===== config.mk =====
export PLATFORM = sky130hd
export DESIGN_NAME = mem_arbiter
export DESIGN_NICKNAME = d
export VERILOG_FILES = /design/src/rtl/mem_arbiter.sv
export SDC_FILE = /design/constraint.sdc
export NUM_CORES = 1
export LEC_CHECK = 0
export CAP_MARGIN = 20
export CORE_MARGIN = 1.5
export CORE_UTILIZATION = 41
export CTS_CLUSTER_DIAMETER = 100
export CTS_CLUSTER_SIZE = 25
export DETAILED_ROUTE_END_ITERATION = 12
export PLACE_DENSITY = 0.95
export SYNTH_ARGS = -nofsm -noshare
export SYNTH_HDL_FRONTEND = slang
export SYNTH_SLANG_ARGS = --single-unit

===== constraint.sdc =====
create_clock -name I_clock -period 3.4 [get_ports I_clock]
set_clock_uncertainty 0.2 [all_clocks]
set_input_delay 0.51 -clock I_clock [delete_from_list [all_inputs] [get_ports I_clock]]
set_output_delay 0.51 -clock I_clock [all_outputs]
set_load 0.01 [all_outputs]

===== src/rtl/mem_arbiter.sv =====
// N-channel arbiter sharing one single-port synchronous memory among bus masters.
// Fixed-priority or round-robin grant, registered memory strobes, tagged read return.
module mem_arbiter #(
   parameter int unsigned P_chans      = 2,
   parameter int unsigned P_addr_bits  = 16,
   parameter int unsigned P_data_bits  = 8,
   parameter int unsigned P_rd_latency = 1,
   parameter bit          P_mode       = 1'b1
) (
   input  logic                             I_clock,
   input  logic                             I_reset,
   input  logic [P_chans-1:0]               I_req,
   input  logic [P_chans-1:0]               I_wren,
   input  logic [P_chans*P_addr_bits-1:0]   I_addr,
   input  logic [P_chans*P_data_bits-1:0]   I_wr_data,
   output logic [P_chans-1:0]               O_ack,
   output logic [P_chans-1:0]               O_rvalid,
   output logic [P_data_bits-1:0]           O_rd_data,
   output logic [P_addr_bits-1:0]           O_mem_addr,
   output logic                             O_mem_rden,
   output logic                             O_mem_wren,
   output logic [P_data_bits-1:0]           O_mem_data,
   input  logic [P_data_bits-1:0]           I_mem_data
);

   localparam int unsigned IdxW = (P_chans > 1) ? $clog2(P_chans) : 1;

   logic [P_chans-1:0]      eligible;
   logic                    gnt_valid;
   logic [IdxW-1:0]         gnt_idx;
   logic [IdxW-1:0]         cand_idx;
   int unsigned             cand;
   logic [IdxW-1:0]         ptr_q, ptr_d;
   logic [P_chans-1:0]      ack_d;
   logic [P_chans-1:0]      rvalid_d;
   // Channel index travelling alongside O_mem_rden; it seeds the tag pipeline.
   logic [IdxW-1:0]         gidx_q;
   logic [P_rd_latency-1:0] tag_vld_q;
   logic [IdxW-1:0]         tag_idx_q [P_rd_latency];

   always_comb begin
      // The channel acked this cycle sits out the next edge to avoid a double grant.
      eligible  = I_req & ~O_ack;
      gnt_valid = 1'b0;
      gnt_idx   = '0;
      cand      = 0;
      cand_idx  = '0;
      for (int unsigned i = 0; i < P_chans; i++) begin
         cand     = P_mode ? (32'(ptr_q) + i) % P_chans : i;
         cand_idx = IdxW'(cand);
         if (!gnt_valid && eligible[cand_idx]) begin
            gnt_valid = 1'b1;
            gnt_idx   = cand_idx;
         end
      end

      ack_d = '0;
      if (gnt_valid) begin
         ack_d[gnt_idx] = 1'b1;
      end

      ptr_d = ptr_q;
      if (gnt_valid) begin
         ptr_d = (gnt_idx == IdxW'(P_chans - 1)) ? '0 : gnt_idx + 1'b1;
      end

      rvalid_d = '0;
      if (tag_vld_q[P_rd_latency-1]) begin
         rvalid_d[tag_idx_q[P_rd_latency-1]] = 1'b1;
      end
   end

   always_ff @(posedge I_clock or negedge I_reset) begin
      if (!I_reset) begin
         O_ack      <= '0;
         O_rvalid   <= '0;
         O_rd_data  <= '0;
         O_mem_addr <= '0;
         O_mem_rden <= 1'b0;
         O_mem_wren <= 1'b0;
         O_mem_data <= '0;
         ptr_q      <= '0;
         gidx_q     <= '0;
         tag_vld_q  <= '0;
         for (int i = 0; i < P_rd_latency; i++) begin
            tag_idx_q[i] <= '0;
         end
      end else begin
         O_ack      <= ack_d;
         O_rvalid   <= rvalid_d;
         ptr_q      <= ptr_d;
         O_mem_rden <= gnt_valid & ~I_wren[gnt_idx];
         O_mem_wren <= gnt_valid & I_wren[gnt_idx];
         if (gnt_valid) begin
            O_mem_addr <= I_addr[32'(gnt_idx)*P_addr_bits +: P_addr_bits];
            O_mem_data <= I_wr_data[32'(gnt_idx)*P_data_bits +: P_data_bits];
            gidx_q     <= gnt_idx;
         end
         if (tag_vld_q[P_rd_latency-1]) begin
            O_rd_data <= I_mem_data;
         end
         tag_vld_q[0] <= O_mem_rden;
         tag_idx_q[0] <= gidx_q;
         for (int i = 1; i < P_rd_latency; i++) begin
            tag_vld_q[i] <= tag_vld_q[i-1];
            tag_idx_q[i] <= tag_idx_q[i-1];
         end
      end
   end

endmodule


==> results.sh <==
export IMPL_status="complete, no violations"
export IMPL_drc=0
export IMPL_tightest_slew_ns=0.934
export IMPL_finalWeightedCongestion=0.705
export IMPL_cts_tree="yes"
export IMPL_grt_overflow=0
export IMPL_regToRegStartpoint="O_ack[1]$_DFF_PN0_"
export IMPL_setup_viol=0
export IMPL_hold_slack_ns=0.148
export IMPL_powerDensity_nw_per_um2=568
export IMPL_grtUsageTotal_pct=20.5
export IMPL_grt_max_degree=43
export IMPL_dpl_cell_count=262
export IMPL_die_area_sq_um=4650
export IMPL_clkTransAtPathRegs_ns=0.08
export IMPL_max_cap_violations=0
export IMPL_routed_wl_microns=4550
export IMPL_ys_seq_elements=42
export IMPL_p_leak_uw=0.00123
export IMPL_crit_type="primary input to register"
export IMPL_drv_slew=0
export IMPL_clk_latency_ns=0.28
export IMPL_cts_root_buffer="clkbuf_8"
export IMPL_slew_headroom_pct=37.8
export IMPL_synth_top_cell_by_area="dfrtp_1"
export IMPL_syn_avg_cell_area_sq_um=14.1
export IMPL_cts_resized=0
export IMPL_synthesis_area_sq_um=1740
export IMPL_startpoint="I_req[1]"
export IMPL_synth_top_area_share_pct=60.3
export IMPL_fmax_mhz=440
export IMPL_drtIter0Drc=92
export IMPL_ir_drop_v=0.000297
export IMPL_yosys_warnings=0
export IMPL_grt_pass1_wl_microns=6980
export IMPL_n_antenna_cell=0
export IMPL_drive_above_1_share_pct=11.9
export IMPL_worstSetupEndpointType="register"
export IMPL_crit_chain="clkdlybuf4s50_1 > nand2b_1 > and3_2 > a221o_1"
export IMPL_finalSetupTns_ns=0
export IMPL_std_cell_rows=23
export IMPL_synth_edf_count=0
export IMPL_clock_path_buffers=2
export IMPL_die_h_microns=68.2
export IMPL_grt_setup_unrepaired="no"
export IMPL_layout_common_cells="clkdlybuf4s50_1 (98), dfrtp_1 (42), a221o_1 (24)"
export IMPL_crit_fanout=28
export IMPL_ys_seq_area_share_pct=60.3
export IMPL_synthCells=124
export IMPL_cts_num_sinks=42
export IMPL_layout_commonest_cell="clkdlybuf4s50_1"
export IMPL_arrival_ns=2.23
export IMPL_synth_fp_nets=186
export IMPL_viasPerCell=5.33
export IMPL_start_kind="primary input"
export IMPL_cts_setup_buffers=0
export IMPL_multiInputGateArea_sq_um=611
export IMPL_start_util_pct=43.0
export IMPL_synthArstFlopShare_pct=100
export IMPL_area_growth_pct=60.5
export IMPL_pre_cts_ws_ns=0.856
export IMPL_core_sq_um=4060
export IMPL_first_global_vias=1443
export IMPL_num_nets_final=281
export IMPL_min_path_type="primary input to async pin"
export IMPL_synthDistinctLibCells=22
export IMPL_io_buffer_count=99
export IMPL_num_fill_cells=307
export IMPL_synthTopCellsByArea="dfrtp_1 (60%), a221o_1 (14%), and3_1 (6.5%)"
export IMPL_grt_antenna_before_repair=0
export IMPL_ant_nets=0
export IMPL_hold_buffers=0
export IMPL_wire_per_inst_microns=17.0
export IMPL_instances_no_fill=268
export IMPL_fin_crit_sh_pct=66.8
export IMPL_synth_flop_cell="dfrtp_1"
export IMPL_htree_levels=2
export IMPL_die_w_microns=68.2
export IMPL_fin_ws_ns=1.13
export IMPL_max_stage_delay_ns=0.49
export IMPL_dp_final_hpwl_microns=3250
export IMPL_first_pass_iters=4
export IMPL_route_vias_total=1429
export IMPL_fin_crit_ns=2.27
export IMPL_cp_slowest_cell="nand2b_1"
export IMPL_io_pins=100
export IMPL_ff_latch_area_sq_um=1050
export IMPL_cp_required_ns=3.36
export IMPL_hold_viol=0
export IMPL_numCtsBuffers=5
-- sequential cells by signal, summed over array words and instances, names as in the netlist --
name / flops
O_mem_addr: 16
O_mem_data: 8
O_rd_data: 8
O_ack: 2
O_rvalid: 2
O_mem_rden: 1
O_mem_wren: 1
gidx_q: 1
ptr_q: 1
tag_idx_q: 1
tag_vld_q: 1
-- synthesized netlist by cell type (2+ instances only) --
cell type  number
nor3b_1         2
and3_2          6
mux2_2          8
a21o_1          2
and3_1         18
clkbuf_1        2
buf_2           4
a221o_1        24
buf_4           2
buf_6           3
dfrtp_1        42
-- metal layers --
metal	global-route usage, %	vias up	share of wire [%]
met5	0	-	0
met3	4.28	2	7.8
met4	4.50	0	0.42
met2	37.3	66	52
li1	-	668	-
met1	24.9	693	40
-- logic make-up after synthesis --
family                 share of synthesized area (%)
AOI/OAI and AO/OA                               17.0
and+or+nand+nor                                 12.8
buffers and inverters                           4.73
muxes                                           5.17
DFF                                             60.3
-- stage by stage --
stage	area [sq um]	power, uW	util (%)
global route	2800	1680	69.0
CTS	2800	1610	69.0
floorplan	1740	957	-
finish	2800	1590	69.0
detailed placement	2720	1300	66.9
global placement	2720	1270	66.9
-- critical path, delay by kind of cell --
kind | cells | cell delay, ns
simple gates | 2 | 0.96
compound gates | 1 | 0.27
buf+inv | 1 | 0.48
-- final timing paths --
check                                                 end  slack (ns)  depth (start not counted)
worst max register to register  O_mem_addr[5]$_DFFE_PN0P_        1.35                          3
worst max-delay path            O_mem_addr[5]$_DFFE_PN0P_        1.13                          4
worst min-delay path            O_mem_data[1]$_DFFE_PN0P_        0.15                          1
max in group asynchronous       O_mem_data[6]$_DFFE_PN0P_        2.27                          1
min in group I_clock                  tag_idx_q$_DFF_PN0_        0.18                          0
worst min register to register        tag_idx_q$_DFF_PN0_        0.18                          0
-- cell type report --
cell class	count	area share, %
Sequential cell	42	37.6
Inverter	1	0.224
Tap cell	50	2.24
Multi-Input combinational cell	70	21.8
Clock buffer	6	2.95
Timing Repair Buffer	99	35.2
-- power breakdown --
group | internal, uW | switching [uW]
sequential | 623 | 75.8
clock | 157 | 150
combinational | 367 | 219
(Power assumes the default switching activity.)
==> RTL edit, RTL diff (config.mk and constraints unchanged) <==
Make the reset (`I_reset`) synchronous in one clocked block.
--- a/src/rtl/mem_arbiter.sv
+++ b/src/rtl/mem_arbiter.sv
@@ -72,3 +72,3 @@
 
-   always_ff @(posedge I_clock or negedge I_reset) begin
+   always_ff @(posedge I_clock) begin
       if (!I_reset) begin
Formal check against the unedited RTL: differs if I_reset is asserted again (counterexample within 4 cycles, from zero or initial values and one cycle with I_reset low); with I_reset held inactive, the same outputs for 10 cycles.
==> RTL edit against the original RTL <==
Sequential cell count did not move. Design area down 0.13%. Routed wire length is 18% higher. Synthesized area grew 0.50%. Worst setup slack got worse by 0.040 ns. Non-clock buffer count rose by 4. Critical path type unchanged. Critical endpoint is now O_mem_addr[4].
Power is not compared: it rests on default switching activity, and its combinational part moved more than twofold at a synthesized area within 25%.
==> RTL edit: results (changes against the original RTL) <==
Ys flop type: dfxtp_1
Post-synth ARST share: 0 (-1.00)
Clk buf depth: 2 (unchanged)
Worst path slowest cell: and2b_1
PostCTS Resize Cnt: 0 (unchanged)
Seq/Total Area, Yosys: 0.480 (-0.123)
Syn Nets: 262 (+41%)
DR iter-0 viols: 140 (+52%)
Pre-CTS WS: 0.778 ns (-0.0784 ns)
First-pass GRT wire length: 8.11 mm (+16%)
Yosys Warn Count: 0 (unchanged)
N_diodes: 0 (unchanged)
Vias in the first global route: 1,714 (+19%)
LEAKAGE: 0.990 nW
Crit-path max cell delay: 0.72 ns (+0.23 ns)
Largest net degree at the start of global routing: 27 (-37%)
DPL Wire Length: 3.82 mm (+18%)
Global routing met1 resource utilization: 0.256 (+0.00737)
CP Max Fanout: 26 (-7.1%)
Layout cells sized above 1: 0.0517 (-0.0675)
Register with the most flip-flops: O_mem_addr
All-Layer GR Usage: 0.235 (+0.0298)
Hold crit path type: flip-flop to flip-flop
Reg clk slew, reported paths: 0.08 ns (about the same)
Ranking of synthesized cells by area: dfxtp_1 48%, nand3_1 18%, a31oi_1 7.5%
GRT met2 Usage: 0.434 (+0.0613)
Final nets: 351 (+25%)
Routed via count: 1,880 (+32%)
Worst-Skew Late Latency: 0.29 ns
Run status: finished clean
Pint: 0.000828 W
Initial antenna violation count: 0 (unchanged)
Placement Cell Area: 2710 sq um (-0.28%)
Worst-margin pin slew: 0.974 ns (+0.0398 ns)
Root Buffer: clkbuf_8
Crit path DAT: 2.32 ns (+0.09 ns)
Drt first pass iters: 4 (unchanged)
Buffers added on ports: 99 (unchanged)
Final WL: 5.38 mm (+18%)
RePlAce Congestion: 0.770 (+9.3%)
CTS buffer count: 5 (unchanged)
H-Tree Level Count: 2 (unchanged)
Synth unique cells: 28 (+27%)
Maximum VDD drop: 0.286 mV
Fin. max-slew vios: 0 (unchanged)
Grt met3 use: 0.0576 (+0.0148)
Synth cell count leaders: 62 x nand3_1, 42 x dfxtp_1, 21 x a31oi_1
Post CTS Setup Buffer Count: 0 (unchanged)
Top flop regs: O_mem_addr (16), O_mem_data (8), O_rd_data (8)
[RTL edit: cell count changes in the layout (fill, tap and decap cells not counted), moves of 8 or more]
cell / change
dfrtp_1: -42
mux2_2: -8
nor2_1: +10
dfxtp_1: +42
nand3_1: +61
mux2i_1: +8
a221o_1: -24
and3_1: -17
a31oi_1: +21
[RTL edit: final cells by class]
type,instances,area (sq um)
Sequential cell,42,841
Fill cell,337,1260
Timing Repair Buffer,103,1020
Clock buffer,6,72.6
Inverter,1,3.75
Tap cell,50,62.6
Clock inverter,2,13.8
Multi-Input combinational cell,136,781
[RTL edit: power groups by stage]
stage | Sequential, W | Clock [W] | Combinational [W]
6_report | 0.000552 | 0.000313 | 0.000273
5_1_grt | 0.000557 | 0.000341 | 0.000296
3_5_place_dp | 0.000563 | 0 | 0.000273
2_1_floorplan | 0.000573 | 0 | 0.000113
3_3_place_gp | 0.000562 | 0 | 0.000266
4_1_cts | 0.000552 | 0.000322 | 0.000275
[RTL edit: logic make-up (layout without fill, tap and decap cells)]
| logic type | after synthesis | count (layout) | synth area share |
|---|---|---|---|
| flops | 42 | 42 | 0.480 |
| compound gates | 31 | 31 | 0.110 |
| simple gates | 97 | 97 | 0.288 |
| buf+inv | 22 | 112 | 0.0764 |
| mux | 8 | 8 | 0.0457 |
[RTL edit: metrics by stage]
stage | util | total power, W | hold slack (ns) | instances
after detailed placement | 0.668 | 0.000837 | 0.216 | 332
after global placement | 0.668 | 0.000828 | 0.210 | 332
final | 0.689 | 0.00114 | 0.220 | 340
after CTS | 0.689 | 0.00115 | 0.225 | 340
after global routing | 0.689 | 0.00119 | 0.227 | 340
after floorplan | - | 0.000685 | 0.183 | 200
[RTL edit: final timing paths]
path                              startpoint             to  slack [ns]  cells after the start
worst max-delay path                I_req[1]  O_mem_addr[4]        1.09                      5
worst min-delay path            tag_idx_q[0]    O_rvalid[0]        0.22                      1
worst max register to register      O_ack[1]  O_mem_addr[4]        1.42                      4
worst min register to register  tag_idx_q[0]    O_rvalid[0]        0.22                      1
[RTL edit: worst max-delay path, delay by kind of cell]
kind            cells  cell delay [ns]
simple gates        2             0.81
buf+inv             2             0.79
compound gates      1             0.21
[RTL edit: metal layers]
| metal | wire (microns) | vias to the layer above |
|---|---|---|
| met5 | 0 | - |
| met4 | 55 | 0 |
| met3 | 405 | 4 |
| met2 | 2810 | 88 |
| met1 | 2110 | 881 |
| li1 | - | 907 |
